==> src/rtl/rst_seq_pkg.sv <==
// Shared types and defaults for the reset sequencer: state encoding, state width,
// default timing constants and a counter-width helper.
package rst_seq_pkg;

    localparam int STATE_W = 3;

    typedef enum logic [STATE_W-1:0] {
        ST_LOCK     = 3'd0,
        ST_HOLD     = 3'd1,
        ST_RELEASE  = 3'd2,
        ST_WAIT_RDY = 3'd3,
        ST_GAP      = 3'd4,
        ST_RUN      = 3'd5
    } state_e;

    localparam int DEF_NUM_STAGES     = 4;
    localparam int DEF_LOCK_FILTER    = 256;
    localparam int DEF_HOLD_CYCLES    = 10000;
    localparam int DEF_GAP_CYCLES     = 1000;
    localparam int DEF_TIMEOUT_CYCLES = 100000;

    // Bits needed to hold 0 .. n-1 (never less than one bit).
    function automatic int cnt_width(input int n);
        if (n < 2) begin
            return 1;
        end else begin
            return $clog2(n);
        end
    endfunction

    function automatic int max3(input int a, input int b, input int c);
        int m;
        m = (a > b) ? a : b;
        return (m > c) ? m : c;
    endfunction

endpackage

==> src/rtl/reset_sequencer_lock_filter.sv <==
// Lock qualification: locked_q is high on the cycle that completes LOCK_FILTER
// consecutive pll_locked=1 cycles, and stays high while lock holds.
module lock_filter
    import rst_seq_pkg::*;
#(
    parameter int LOCK_FILTER = DEF_LOCK_FILTER
) (
    input  logic clk_in,
    input  logic rst_n,
    input  logic pll_locked,
    output logic locked_q
);

    localparam int W = cnt_width(LOCK_FILTER);
    localparam logic [W-1:0] RUN_LAST = W'(LOCK_FILTER - 1);

    logic [W-1:0] run_r;

    // Consecutive-lock run length, saturating at the qualification point.
    always_ff @(posedge clk_in or negedge rst_n) begin
        if (!rst_n) begin
            run_r <= {W{1'b0}};
        end else if (!pll_locked) begin
            run_r <= {W{1'b0}};
        end else if (run_r != RUN_LAST) begin
            run_r <= run_r + W'(1);
        end else begin
            run_r <= run_r;
        end
    end

    assign locked_q = pll_locked && (run_r == RUN_LAST);

endmodule

==> src/rtl/reset_sequencer.sv <==
// Staged reset release: qualify PLL lock, hold all domains in reset, then release
// them one by one, waiting for each ready plus a gap. Define RSTSEQ_TIMEOUT_EN to
// enable per-stage ready timeouts with sticky fault flags.
module reset_sequencer
    import rst_seq_pkg::*;
#(
    parameter int NUM_STAGES     = DEF_NUM_STAGES,
    parameter int LOCK_FILTER    = DEF_LOCK_FILTER,
    parameter int HOLD_CYCLES    = DEF_HOLD_CYCLES,
    parameter int GAP_CYCLES     = DEF_GAP_CYCLES,
    parameter int TIMEOUT_CYCLES = DEF_TIMEOUT_CYCLES
) (
    input  logic                  clk_in,
    input  logic                  rst_n,
    input  logic                  pll_locked,
    input  logic                  seq_req,
    input  logic [NUM_STAGES-1:0] stage_ready,
    output logic [NUM_STAGES-1:0] stage_rst,
    output logic                  busy,
    output logic                  done,
    output logic [NUM_STAGES-1:0] fault,
    output logic [STATE_W-1:0]    state
);

    localparam int CNT_W = cnt_width(max3(HOLD_CYCLES, GAP_CYCLES, TIMEOUT_CYCLES));
    localparam int IDX_W = cnt_width(NUM_STAGES);
    localparam logic [CNT_W-1:0] HOLD_LAST    = CNT_W'(HOLD_CYCLES - 1);
    localparam logic [CNT_W-1:0] GAP_LAST     = CNT_W'(GAP_CYCLES - 1);
    localparam logic [CNT_W-1:0] TIMEOUT_LAST = CNT_W'(TIMEOUT_CYCLES - 1);
    localparam logic [IDX_W-1:0] IDX_LAST     = IDX_W'(NUM_STAGES - 1);

    state_e                  state_r, state_s;
    logic [IDX_W-1:0]        idx_r, idx_s;
    logic [CNT_W-1:0]        cnt_r, cnt_s;
    logic [NUM_STAGES-1:0]   stage_rst_r, stage_rst_s;
    logic                    busy_r, busy_s;
    logic                    done_r, done_s;
    logic                    locked_s;
    logic                    timeout_s;

    lock_filter #(
        .LOCK_FILTER (LOCK_FILTER)
    ) u_lock_filter (
        .clk_in     (clk_in),
        .rst_n      (rst_n),
        .pll_locked (pll_locked),
        .locked_q   (locked_s)
    );

    // Timeout strobe: a waiting stage has used up its budget without answering.
    always_comb begin
`ifdef RSTSEQ_TIMEOUT_EN
        timeout_s = (state_r == ST_WAIT_RDY) && pll_locked &&
                    !stage_ready[idx_r] && (cnt_r == TIMEOUT_LAST);
`else
        timeout_s = 1'b0;
`endif
    end

    // State, stage index, shared counter and registered outputs.
    always_ff @(posedge clk_in or negedge rst_n) begin
        if (!rst_n) begin
            state_r     <= ST_LOCK;
            idx_r       <= {IDX_W{1'b0}};
            cnt_r       <= {CNT_W{1'b0}};
            stage_rst_r <= {NUM_STAGES{1'b1}};
            busy_r      <= 1'b1;
            done_r      <= 1'b0;
        end else begin
            state_r     <= state_s;
            idx_r       <= idx_s;
            cnt_r       <= cnt_s;
            stage_rst_r <= stage_rst_s;
            busy_r      <= busy_s;
            done_r      <= done_s;
        end
    end

    // Next-state logic; lock loss overrides everything, including a re-run request.
    always_comb begin
        state_s = state_r;
        idx_s   = idx_r;
        cnt_s   = cnt_r;
        if ((state_r != ST_LOCK) && !pll_locked) begin
            state_s = ST_LOCK;
            idx_s   = {IDX_W{1'b0}};
            cnt_s   = {CNT_W{1'b0}};
        end else begin
            case (state_r)
                ST_LOCK: begin
                    if (locked_s) begin
                        state_s = ST_HOLD;
                        cnt_s   = {CNT_W{1'b0}};
                    end else begin
                        state_s = ST_LOCK;
                    end
                end
                ST_HOLD: begin
                    if (cnt_r == HOLD_LAST) begin
                        state_s = ST_RELEASE;
                        idx_s   = {IDX_W{1'b0}};
                        cnt_s   = {CNT_W{1'b0}};
                    end else begin
                        cnt_s = cnt_r + CNT_W'(1);
                    end
                end
                ST_RELEASE: begin
                    state_s = ST_WAIT_RDY;
                    cnt_s   = {CNT_W{1'b0}};
                end
                ST_WAIT_RDY: begin
                    if (stage_ready[idx_r] || timeout_s) begin
                        cnt_s = {CNT_W{1'b0}};
                        if (idx_r == IDX_LAST) begin
                            state_s = ST_RUN;
                        end else begin
                            state_s = ST_GAP;
                        end
                    end else if (cnt_r != TIMEOUT_LAST) begin
                        cnt_s = cnt_r + CNT_W'(1);
                    end else begin
                        cnt_s = cnt_r;
                    end
                end
                ST_GAP: begin
                    if (cnt_r == GAP_LAST) begin
                        state_s = ST_RELEASE;
                        idx_s   = idx_r + IDX_W'(1);
                        cnt_s   = {CNT_W{1'b0}};
                    end else begin
                        cnt_s = cnt_r + CNT_W'(1);
                    end
                end
                ST_RUN: begin
                    if (seq_req) begin
                        state_s = ST_HOLD;
                        idx_s   = {IDX_W{1'b0}};
                        cnt_s   = {CNT_W{1'b0}};
                    end else begin
                        state_s = ST_RUN;
                    end
                end
                default: begin
                    state_s = ST_LOCK;
                    idx_s   = {IDX_W{1'b0}};
                    cnt_s   = {CNT_W{1'b0}};
                end
            endcase
        end
    end

    // Outputs derived from the upcoming state so the registered copies line up with it.
    always_comb begin
        stage_rst_s = {NUM_STAGES{1'b1}};
        busy_s      = 1'b1;
        done_s      = 1'b0;
        case (state_s)
            ST_RELEASE, ST_WAIT_RDY, ST_GAP: begin
                for (int i = 0; i < NUM_STAGES; i++) begin
                    stage_rst_s[i] = (i > int'(idx_s)) ? 1'b1 : 1'b0;
                end
            end
            ST_RUN: begin
                stage_rst_s = {NUM_STAGES{1'b0}};
                busy_s      = 1'b0;
                done_s      = 1'b1;
            end
            default: begin
                stage_rst_s = {NUM_STAGES{1'b1}};
            end
        endcase
    end

`ifdef RSTSEQ_TIMEOUT_EN
    logic [NUM_STAGES-1:0] fault_r;

    // Sticky timeout flags; only the hard reset clears them.
    always_ff @(posedge clk_in or negedge rst_n) begin
        if (!rst_n) begin
            fault_r <= {NUM_STAGES{1'b0}};
        end else if (timeout_s) begin
            fault_r[idx_r] <= 1'b1;
        end else begin
            fault_r <= fault_r;
        end
    end

    assign fault = fault_r;
`else
    assign fault = {NUM_STAGES{1'b0}};
`endif

    assign stage_rst = stage_rst_r;
    assign busy      = busy_r;
    assign done      = done_r;
    assign state     = state_r;

endmodule

==> config.mk <==
export PLATFORM = sky130hd
export DESIGN_NAME = reset_sequencer
export DESIGN_NICKNAME = d
export VERILOG_FILES = /design/src/rtl/rst_seq_pkg.sv /design/src/rtl/reset_sequencer_lock_filter.sv /design/src/rtl/reset_sequencer.sv
export SDC_FILE = /design/constraint.sdc
export NUM_CORES = 1
export LEC_CHECK = 0
export ABC_AREA = 1
export CORE_UTILIZATION = 35
export CTS_BUF_LIST = sky130_fd_sc_hd__clkbuf_16
export CTS_CLUSTER_SIZE = 28
export DETAILED_ROUTE_END_ITERATION = 8
export GPL_ROUTABILITY_DRIVEN = 0
export HOLD_SLACK_MARGIN = 0.03
export PLACE_DENSITY = 0.49
export SLEW_MARGIN = 20
export SYNTH_ARGS = -nofsm -noshare
export SYNTH_HDL_FRONTEND = slang
export SYNTH_SLANG_ARGS = --single-unit
==> constraint.sdc <==
create_clock -name clk_in -period 1.9 [get_ports clk_in]
set_clock_uncertainty 0.1 [all_clocks]
set_input_delay 0.475 -clock clk_in [delete_from_list [all_inputs] [get_ports clk_in]]
set_output_delay 0.475 -clock clk_in [all_outputs]
set_load 0.01 [all_outputs]
# After elaboration in Yosys (flattened, before gate mapping)
# Cells that the tools add are included.
# word_totals
reg_bits,36
in_bits,8
elab_cells,72
# op_classes
add_sub_neg,3
n_lt_le_gt_ge,4
eq_ne,19
mux,31
n_reduce_logical,8
# ops
operator,n
2-to-1 mux 17 bit,7
case mux 17 bit (5 select lines),1
case mux 3 bit (6 select lines),1
"adder 17 x 1 -> 17 bit, second input constant",1
"equality test 17 x 10 -> 1 bit, second input constant",1
"equality test 17 x 14 -> 1 bit, second input constant",1
"!= test 17 bit, second input constant",1
2-to-1 mux 8 bit,2
2-to-1 mux 3 bit,5
"equality test 3 x 2 -> 1 bit, second input constant",4
"equality test 3 bit, second input constant",4
"adder 8 x 1 -> 8 bit, second input constant",1
"equality test 8 bit, second input constant",1
2-to-1 mux 1 bit,8
2-to-1 mux 2 bit,4
"!= test 8 bit, second input constant",1
case mux 2 bit (4 select lines),1
case mux 4 bit (2 select lines),1
"!= test 3 bit, second input constant",2
OR reduction 3 bit,2
"> comparator 2 bit, first input constant",2
"!= test 4 bit, second input constant",1
"equality test 3 x 1 -> 1 bit, second input constant",1
logical NOT 3 bit,1
other kinds (10),11

# Logic depth before layout (Yosys ltp)
# Gate-level depths: netlist (run 1).
# depth
word_depth,8
mapped_depth,13

# By module
# A second synthesis (run 1) with hierarchy kept.
# unflattened
cells_unflattened,369
hier_area_um2,2612.5
# modules_own_cells
mod,instances,cells_per_inst,area_each_um2
reset_sequencer,1,308,2149.6
lock_filter,1,61,462.9

# Worst setup path before layout (run 1)
# No wires, ideal clock.
# synth_path
path_kind,register to register
start,register cnt_r[0]
end,register cnt_r[8]
arrival_time_ps,1495
path_slack_ps,186
path_stages_with_launch,11
n_path_buf,1
cell_sequence,dfrtp_1 -> ha_1 -> nand2_1 -> nor2_1 -> nand3_1 -> nor2_1 -> nand3_2 -> nand3_4 -> buf_6 -> nor2_1 -> o21a_1
# synth_via
elab_chain_len,5
# synth_lines
element,line,source
from (decl),reset_sequencer.sv:34,"logic [CNT_W-1:0] cnt_r, cnt_s;"
from (signal assigned),reset_sequencer.sv:65,cnt_r <= {CNT_W{1'b0}};
from (signal assigned),reset_sequencer.sv:72,cnt_r <= cnt_s;
adder 17 x 1 -> 17 bit,"reset_sequencer.sv:104, reset_sequencer.sv:120, reset_sequencer.sv:131",
2-to-1 mux 17 bit,reset_sequencer.sv:119,end else if (cnt_r != TIMEOUT_LAST) begin
2-to-1 mux 17 bit,reset_sequencer.sv:112,if (stage_ready[idx_r] || timeout_s) begin
case mux 17 bit (5 select lines),reset_sequencer.sv:89,case (state_r)
2-to-1 mux 17 bit,reset_sequencer.sv:84,if ((state_r != ST_LOCK) && !pll_locked) begin
# Several ways; a longest one is shown, not always the timed one. The select of a mux whose other input is x is not followed.
# A chain may end at the register's enable or synchronous reset.

# Final worst setup path (run 1)
# layout_path
start,"register state_r[2], in the netlist state[2]"
end,output state[2]
# layout_rtl
element,line,source
from (decl),reset_sequencer.sv:32,"state_e state_r, state_s;"
from (signal assigned),reset_sequencer.sv:70,state_r <= state_s;
to (decl),reset_sequencer.sv:22,output logic [STATE_W-1:0] state
# No word-level cell between the ends.

==> results of run 1 <==
## repair_timing
action,4_1_cts,5_1_grt
setup buffers,0,2
pin swaps,2,5
gates cloned,0,0
endpoints found under the setup margin,10,20
gates resized for setup,11,26
## cells in the final DEF, fill, tap and decap left out, types with 8 or more instances in the layout
cell type / instances
nor3_1: 9
clkdlybuf4s50_1: 9
nand2_2: 15
nand2_1: 86
inv_1: 43
buf_4: 32
nor2_1: 26
nor2_2: 14
inv_2: 8
dfrtp_1: 26
nand4_1: 13
nand3_1: 53
## worst paths after layout
kind	start	endpoint	slack, ns	cells past startpoint
worst min-delay path	rst_n	cnt_r[2]	0.03	1
worst min register to register	u_lock_filter.run_r[4]	u_lock_filter.run_r[4]	0.41	1
worst max-delay path	state[2]	state[2]	0.04	1
worst max register to register	cnt_r[5]	cnt_r[4]	0.08	11
max in group asynchronous	rst_n	stage_rst[0]	1.13	2
min in group clk_in	u_lock_filter.run_r[4]	u_lock_filter.run_r[4]	0.41	1
## stage by stage
step	total power, µW	hold WS [ns]	TNS [ns]	instances	cell area (µm²)
after floorplan	816	0.0794	0	380	2670
after global placement	858	0.349	-4.41	517	3110
after detailed placement	858	0.349	-4.98	517	3110
after CTS	1810	0.0475	0	525	3290
after global routing	1850	0.0696	-0.147	527	3380
final	1800	0.0256	0	527	3380
## final cells by class
type	instances	area share [%]
Multi-Input combinational cell	280	45.7
Clock inverter	3	1.26
Timing Repair Buffer	49	12.2
Sequential cell	36	27.0
Inverter	55	6.58
Tap cell	99	3.66
Clock buffer	5	3.70
## logic make-up (layout without fill, tap and decap cells)
family | count (synthesis) | after routing
AO/OA/AOI/OAI | 33 | 33
XOR/XNOR | 2 | 2
adder cells (fa/ha/maj) | 3 | 3
buffers and inverters | 64 | 112
flip-flops | 36 | 36
other | 1 | 4
AND/OR/NAND/NOR | 238 | 238
## power by group
group / leakage [µW] / internal (µW) / total [µW] / switching (µW)
combinational: 0.00106 / 28.7 / 67.0 / 38.3
sequential: 0.000474 / 773 / 779 / 5.34
clock: 0.0000798 / 616 / 952 / 335
total: 0.00161 / 1420 / 1800 / 379
## registers in the layout, indices dropped and copies added (netlist names)
register             cells
busy                     1
cnt_r                   17
done                     1
idx_r                    2
stage_rst                4
state                    3
u_lock_filter.run_r      8
## routing by layer
layer	part of all wire [%]	GRT usage, %	vias up
met5	0	0	-
met4	1.3	5.19	0
met3	3.8	3.69	8
met2	47	32.2	46
met1	48	26.9	1224
li1	-	-	1325
==> results.md, run 1 <==
- Longest Clk Path Bufs: 2
- Fmax: 537 MHz
- Vias in the first global route: 2499
- Unique masters post-synth: 39
- Type of the worst setup path: reg2out
- Die Span X: 89.1 µm
- CTS tree: built
- Post-synth ARST share: 100%
- Final setup violation count: 0
- Outcome: completed
- Antenna violations before repair: 0
- Power per cell area: 531 mW/mm²
- Synth Area in Compound Gates: 8.24%
- Multi-input logic area: 0.00155 mm²
- Die H: 89.1 µm
- HP Class: in2async
- First-pass GRT wire length: 11900 µm
- Final Util: 46.4%
- Total gr overflow: 0
- Post-Synth XOR/XNOR Area: 0.659%
- Inserted Clock Buffers: 5
- Tmin final: 1.86 ns
- Yosys warning count: 0
- Clk sinks: 36
- Routed wire per std cell: 13.4 µm
- Critical Path Slowest Stage Cell: clkdlybuf4s50_1
- CP Cell Sequence: clkdlybuf4s50_1
- Startpoint Class: flip-flop
- Bufs and invs on worst path: 1
- Avg Cell Area, Syn: 7.05 µm²
- Critical path peak fanout: 5
- Clock Tree Root: clkbuf_16
- DR iter-0 viols: 121
- Mux cell area share after synthesis: 0%
- Via count: 2603
- Largest cells by area after synthesis: dfrtp_1 (29%), nand2_1 (13%), nand3_1 (10%)
- Ys flop type: dfrtp_1
- Sequential cell area: 913 µm²
- Final worst slack: 0.0373 ns
- Port Buffers: 16
- Fin nets: 438
- Dpl ws: -0.291 ns
- Clock Pin Slew Worst Setup and Hold Paths: 0.06 ns
- Post-DRT Antenna Nets: 0
- Max_cap viols: 0
- # H-tree levels: 2
- Maximum VDD drop: 0.267 mV
- Residual DRC: 0
- Post-synth EDFFs: 0
- WL final: 7070 µm
- Arrival @ worst endpoint: 1.29 ns
- Post-Synth Adder-Cell Area: 1.41%
- Max-slew violation count: 0
- Most frequent cells after synthesis: nand2_1 (91), nand3_1 (55), inv_1 (44)
- Fill count: 799
- Simple-gate share of the synthesized area: 44.4%
- Tcrit/Tclk final: 98.0%
- CP max stage delay: 0.56 ns
- Most frequent cell after synthesis: nand2_1
- #FFs+latches synth: 36
- Leak pwr: 0.00161 µW
- Area grow syn2layout: 27.4%
- Synth top area share: 29.2%
- Drt pass-1 iters: 4
- Post-Syn Area: 0.00266 mm²
- Via/cell ratio: 4.94
- Mapped Cells: 377
- Top delay family on crit path: buffers and inverters
- Global Route Usage Sum: 19.7%
- Share of layout cells above drive strength 1: 28.3%
- Ant diodes: 0
- Largest net degree at the start of global routing: 20
- Dpl hpwl: 5560 µm
- Worst skew pair latency: 0.28 ns
- Core Footprint: 0.00729 mm²
- Ports: 21
- Hold-fix buffers, CTS: 0
- Largest family of logic cells by synthesized area: simple AND/OR/NAND/NOR gates
- Post-synthesis sequential area ratio: 34.1%
- Row count: 31
- Die area: 0.00795 mm²
- CP Capture Type: output port
- Critical path required time: 1.32 ns
- Area leader, netlist: dfrtp_1
- Hold Violations, Final: 0
- Unrepaired setup endpoints after global routing: true
- Initial core utilization: 36.4%
(Power assumes the default switching activity.)
==> run 2: changes to the inputs <==
==> constraint.sdc (replaced) <==
create_clock -name clk_in -period 1.9 [get_ports clk_in]
set_clock_uncertainty 0.1 [all_clocks]
set_input_delay 0.19 -clock clk_in [delete_from_list [all_inputs] [get_ports clk_in]]
set_output_delay 0.19 -clock clk_in [all_outputs]
set_load 0.01 [all_outputs]
==> run 2 against run 1 <==
  * Core utilization down 0.60 points
  * Non-clock buffer count down 5
  * Total power about the same
  * Sequential share of layout area up 0.32 points
  * Hold slack better by 0.29 ns
  * Routed wire length up 2.9%
  * Design area down 1.3%
  * Critical endpoint is now cnt_r[0]
  * Largest power group unchanged
==> results.md, run 2 (synthesis results as in run 1) <==
- Dpl hpwl: 5490 µm
- Final setup violation count: 0
- Register bank with the most flops: cnt_r
- Dpl cells: 508
- Fill count: 763
- Maximum VDD drop: 0.341 mV
- Vias in the first global route: 2540
- Max-slew violation count: 0
- DR iter-0 viols: 171
- Drt pass-1 iters: 4
- Power per cell area: 538 mW/mm²
- Tmin final: 1.77 ns
- Commonest non-fill, non-tap cell in the layout: nand2_1
- Dpl ws: -0.00613 ns
- HP Class: in2async
- First-pass GRT wire length: 12100 µm
- Critical path required time: 1.98 ns
- Inserted Clock Buffers: 5
- Initial core utilization: 36.4%
- Type of the worst setup path: reg2reg
- Max reg flops: 17
- Antenna violations before repair: 0
- WL final: 7280 µm
- Critical Path Slowest Stage Cell: dfrtp_2
- Longest Clk Path Bufs: 2
- CP Cell Sequence: inv_2, nand3_1, nor2_2, nand3_1, nand2_1, nand3_4, nand2_2, nor2_2, o21a_1
- Via/cell ratio: 5.00
- Area grow syn2layout: 25.7%
- Residual DRC: 0
- Ports: 21
- Port Buffers: 16
- Tcrit/Tclk final: 93.3%
- Total power: 1800 µW
- Total gr overflow: 0
- Largest net degree at the start of global routing: 37
- Final worst slack: 0.127 ns
- Clock Pin Slew Worst Setup and Hold Paths: 0.06 ns
- CP max stage delay: 0.46 ns
- Outcome: completed
- Worst skew pair latency: 0.29 ns
- Post-DRT Antenna Nets: 0
- Routed wire per std cell: 13.9 µm
- CTS tree: built
- Arrival @ worst endpoint: 1.85 ns
- Die Span X: 89.1 µm
- Bufs and invs on worst path: 1
- Share of layout cells above drive strength 1: 26.5%
- Top delay family on crit path: simple AND/OR/NAND/NOR gates
- # H-tree levels: 2
- Die H: 89.1 µm
- Fmax: 564 MHz
- Startpoint Class: flip-flop
- Die area: 0.00795 mm²
- Ant diodes: 0
- Final non-filler cell total: 522
- Critical path peak fanout: 7
- Core Footprint: 0.00729 mm²
- Row count: 31
- Max_cap viols: 0
- CP Capture Type: flip-flop
- Global Route Usage Sum: 20.3%
- Most frequent cells in the layout: nand2_1 (87), nand3_1 (50), inv_1 (42), nor2_1 (27), dfrtp_1 (27)
- Via count: 2612
- Leak pwr: 0.00158 µW
- Hold Violations, Final: 0
- Final Util: 45.8%
- Clock Tree Root: clkbuf_16
- Fin nets: 433
- Clk sinks: 36
-- run 2: changes by cell type in the layout (fill, tap and decap cells not counted), moves of 2 or more --
| cell | delta |
|---|---|
| nor2_2 | -2 |
| nand3_2 | +3 |
| clkdlybuf4s50_1 | +6 |
| buf_4 | -7 |
| nand3_1 | -3 |
| dlygate4sd2_1 | -5 |
| nor3_1 | +2 |
-- run 2: timing repair --
| item | 4_1_cts | 5_1_grt |
|---|---|---|
| setup endpoints to repair | 1 | 24 |
| buffers inserted | 0 | 5 |
| pin swaps | 0 | 6 |
| hold buffers | 1 | 0 |
| resized for setup | 1 | 26 |
| hold endpoints to repair | 36 | 0 |
-- run 2: area by class of cell --
type / instances / area (µm²) / area share (%)
Multi-Input combinational cell: 280 / 1540 / 46.0
Sequential cell: 36 / 912 / 27.3
Timing Repair Buffer: 44 / 384 / 11.5
Inverter: 55 / 215 / 6.44
Clock buffer: 5 / 125 / 3.75
Tap cell: 99 / 124 / 3.71
Clock inverter: 3 / 42.5 / 1.27
-- run 2: metrics by stage --
| step | area [µm²] | setup TNS [ns] | hold WS [ns] |
|---|---|---|---|
| global route | 3340 | -0.00200 | 0.341 |
| global placement | 3040 | 0 | 0.0759 |
| floorplan | 2670 | 0 | -0.206 |
| detailed placement | 3040 | -0.00613 | 0.0779 |
| finish | 3340 | 0 | 0.313 |
| CTS | 3220 | 0 | 0.315 |
-- run 2: worst paths after layout --
path,start,endpoint,slack (ns),depth (start not counted)
max in group asynchronous,rst_n,stage_rst[3],1.13,3
worst max-delay path,cnt_r[7],cnt_r[0],0.13,9
min in group clk_in,u_lock_filter.run_r[2],u_lock_filter.run_r[2],0.41,1
worst min-delay path,rst_n,cnt_r[2],0.31,3
worst min register to register,u_lock_filter.run_r[2],u_lock_filter.run_r[2],0.41,1
worst max register to register,cnt_r[7],cnt_r[0],0.13,9
-- run 2: worst register-to-register path: stages (launching register included) --
cell     delay, ns
dfrtp_2       0.46
inv_2         0.13
nand3_1       0.16
nor2_2        0.15
nand3_1       0.09
nand2_1       0.13
nand3_4       0.13
nand2_2       0.10
nor2_2        0.05
o21a_1        0.17
-- run 2: routing by layer --
| metal | wire length (µm) | vias to the layer above | global-route usage (%) |
|---|---|---|---|
| met3 | 346 | 11 | 4.16 |
| li1 | - | 1316 | - |
| met2 | 3390 | 62 | 33.9 |
| met1 | 3420 | 1223 | 26.3 |
| met4 | 116 | 0 | 6.64 |
| met5 | 0 | - | 0 |
-- run 2: report_power, final --
group          internal [µW]  total, µW  switching (µW)
clock                    616        952             335
sequential               773        779            5.38
combinational           29.2       67.6            38.4
==> run 3: changes to the inputs <==
--- a/config.mk
+++ b/config.mk
@@ -12,6 +12,7 @@
 export DETAILED_ROUTE_END_ITERATION = 8
 export GPL_ROUTABILITY_DRIVEN = 0
 export HOLD_SLACK_MARGIN = 0.03
+export MAX_ROUTING_LAYER = met4
 export PLACE_DENSITY = 0.49
 export SLEW_MARGIN = 20
 export SYNTH_ARGS = -nofsm -noshare
==> run 3 against run 2 <==
  * Flip-flop and latch count stayed put
  * Non-clock buffer count stayed put
  * Design area stayed put
  * Hold slack worse by 0.0010 ns
  * Sequential share of layout area stayed put
  * Clock-buffer cell count stayed put
  * Via count is 0.57% lower
  * Critical path type unchanged
  * Die area stayed put
  * Fmax is 0.13% higher
==> results.md, run 3 (synthesis results as in run 1) <==
- Register bank with the most flops: cnt_r
- Startpoint Class: flip-flop
- Max-slew violation count: 0
- Clock Pin Slew Worst Setup and Hold Paths: 0.06 ns
- Sw power: 381 µW
- Combinational share of power: 3.8%
- Design Area, Final: 0.00334 mm²
- Global Route Usage Sum: 21.0%
- R2R Path End: cnt_r[0]
- Clock Tree Root: clkbuf_16
- Type of the worst setup path: reg2reg
- Routed wire per std cell: 14.0 µm
- Post-DRT Antenna Nets: 0
- Tmin final: 1.77 ns
- Tcrit/Tclk final: 93.2%
- Clock network fraction of design power: 53.0%
- RR Startpoint: cnt_r[14]
- HP Class: in2async
- Sw frac: 21.2%
- Most frequent cells in the layout: nand2_1 (87), nand3_1 (50), inv_1 (42), nor2_1 (27), dfrtp_1 (27)
- Fin nets: 433
- Critical path peak fanout: 7
- Commonest non-fill, non-tap cell in the layout: nand2_1
- Vias in the first global route: 2541
- Worst skew pair latency: 0.29 ns
- Power per cell area: 539 mW/mm²
- Outcome: completed
- CTS tree: built
- Core Footprint: 0.00729 mm²
- Path depth of the worst reg2reg path: 9
- Critical path required time: 1.98 ns
- Ports: 21
- Arrival @ worst endpoint: 1.85 ns
- Leak pwr: 0.00158 µW
- Worst R2R Setup Slack: 0.13 ns
- WL final: 7280 µm
- Via count: 2597
- Final setup violation count: 0
- DP Area: 0.00304 mm²
- DR iter-0 viols: 146
- Pint: 1420 µW
- Fmax: 565 MHz
- Total gr overflow: 0
- Row count: 31
- Port Buffers: 16
- CP Capture Type: flip-flop
- Drt pass-1 iters: 5
- Dpl hpwl: 5490 µm
- Residual DRC: 0
- First-pass GRT wire length: 12100 µm
- Antenna violations before repair: 0
- Max_cap viols: 0
- Setup TNS: 0 ns
- Ant diodes: 0
- Die Span X: 89.1 µm
- Hold Violations, Final: 0
- Maximum VDD drop: 0.341 mV
- Largest net degree at the start of global routing: 37
- Die area: 0.00795 mm²
- # H-tree levels: 2
- Initial core utilization: 36.4%
- Area grow syn2layout: 25.7%
- Inserted Clock Buffers: 5
- Flop pwr share: 43.3%
- Via/cell ratio: 4.98
- Clk sinks: 36
- Longest Clk Path Bufs: 2
- Share of layout cells above drive strength 1: 26.5%
- Die H: 89.1 µm
- Max reg flops: 17
-- run 3: cell counts in the layout (fill, tap and decap cells not counted) --
No cell type changed its count.
-- run 3: worst max path at each step --
stage / endpoint / cells past startpoint / startpoint / slack [ns]
2_1_floorplan: cnt_r[8] / 10 / cnt_r[0] / 0.19
3_3_place_gp: cnt_r[7] / 12 / pll_locked / 0.02
3_5_place_dp: cnt_r[7] / 12 / pll_locked / -0.006
4_1_cts: cnt_r[0] / 11 / cnt_r[0] / 0.01
5_1_grt: cnt_r[14] / 12 / cnt_r[1] / -0.002
6_report: cnt_r[0] / 9 / cnt_r[14] / 0.13
-- run 3: power groups by stage --
stage	combinational [µW]	sequential (µW)	clock (µW)
after global placement	66.8	792	0
after floorplan	24.8	792	0
after global routing	77.7	779	996
final	67.6	779	954
after detailed placement	67.3	792	0
after CTS	69.1	778	972
-- run 3: layout make-up --
cell class	instances	area [µm²]
Fill cell	763	3950
Multi-Input combinational cell	280	1540
Sequential cell	36	912
Timing Repair Buffer	44	384
Inverter	55	215
Clock buffer	5	125
Tap cell	99	124
Clock inverter	3	42.5
-- run 3: critical path, cell delays in order, from the launching register on --
cell and delay [ns]:
dfrtp_1 0.46, nor2_4 0.21, nand2_2 0.09, nor2_2 0.16, nand2_2 0.09, nand2_2 0.10, nand3_4 0.12, nand2_2 0.09
nor2_2 0.05, o21a_1 0.17
-- run 3: through the flow --
stage               setup WS, ns  hold WS (ns)  util (%)  power, µW  std cells
finish                     0.129         0.312      45.8       1800        522
global placement          0.0235        0.0759      41.7        859        508
CTS                       0.0122         0.315      44.2       1820        517
detailed placement      -0.00613        0.0779      41.7        859        508
floorplan                  0.186        -0.206         -        816        380
global route            -0.00200         0.341      45.8       1850        522
-- run 3: what timing repair did --
item	4_1_cts	5_1_grt
setup endpoints to repair	1	24
setup buffers	0	5
pin swaps	0	6
hold buffers	1	0
gates resized for setup	1	26
endpoints found under the hold margin	36	0
-- run 3: layer usage --
metal	GRT usage (%)	vias up	wire length, µm
met3	3.69	9	290
met1	26.6	1213	3480
met5	-	-	0
met4	6.64	0	95
met2	33.9	57	3420
li1	-	1318	-
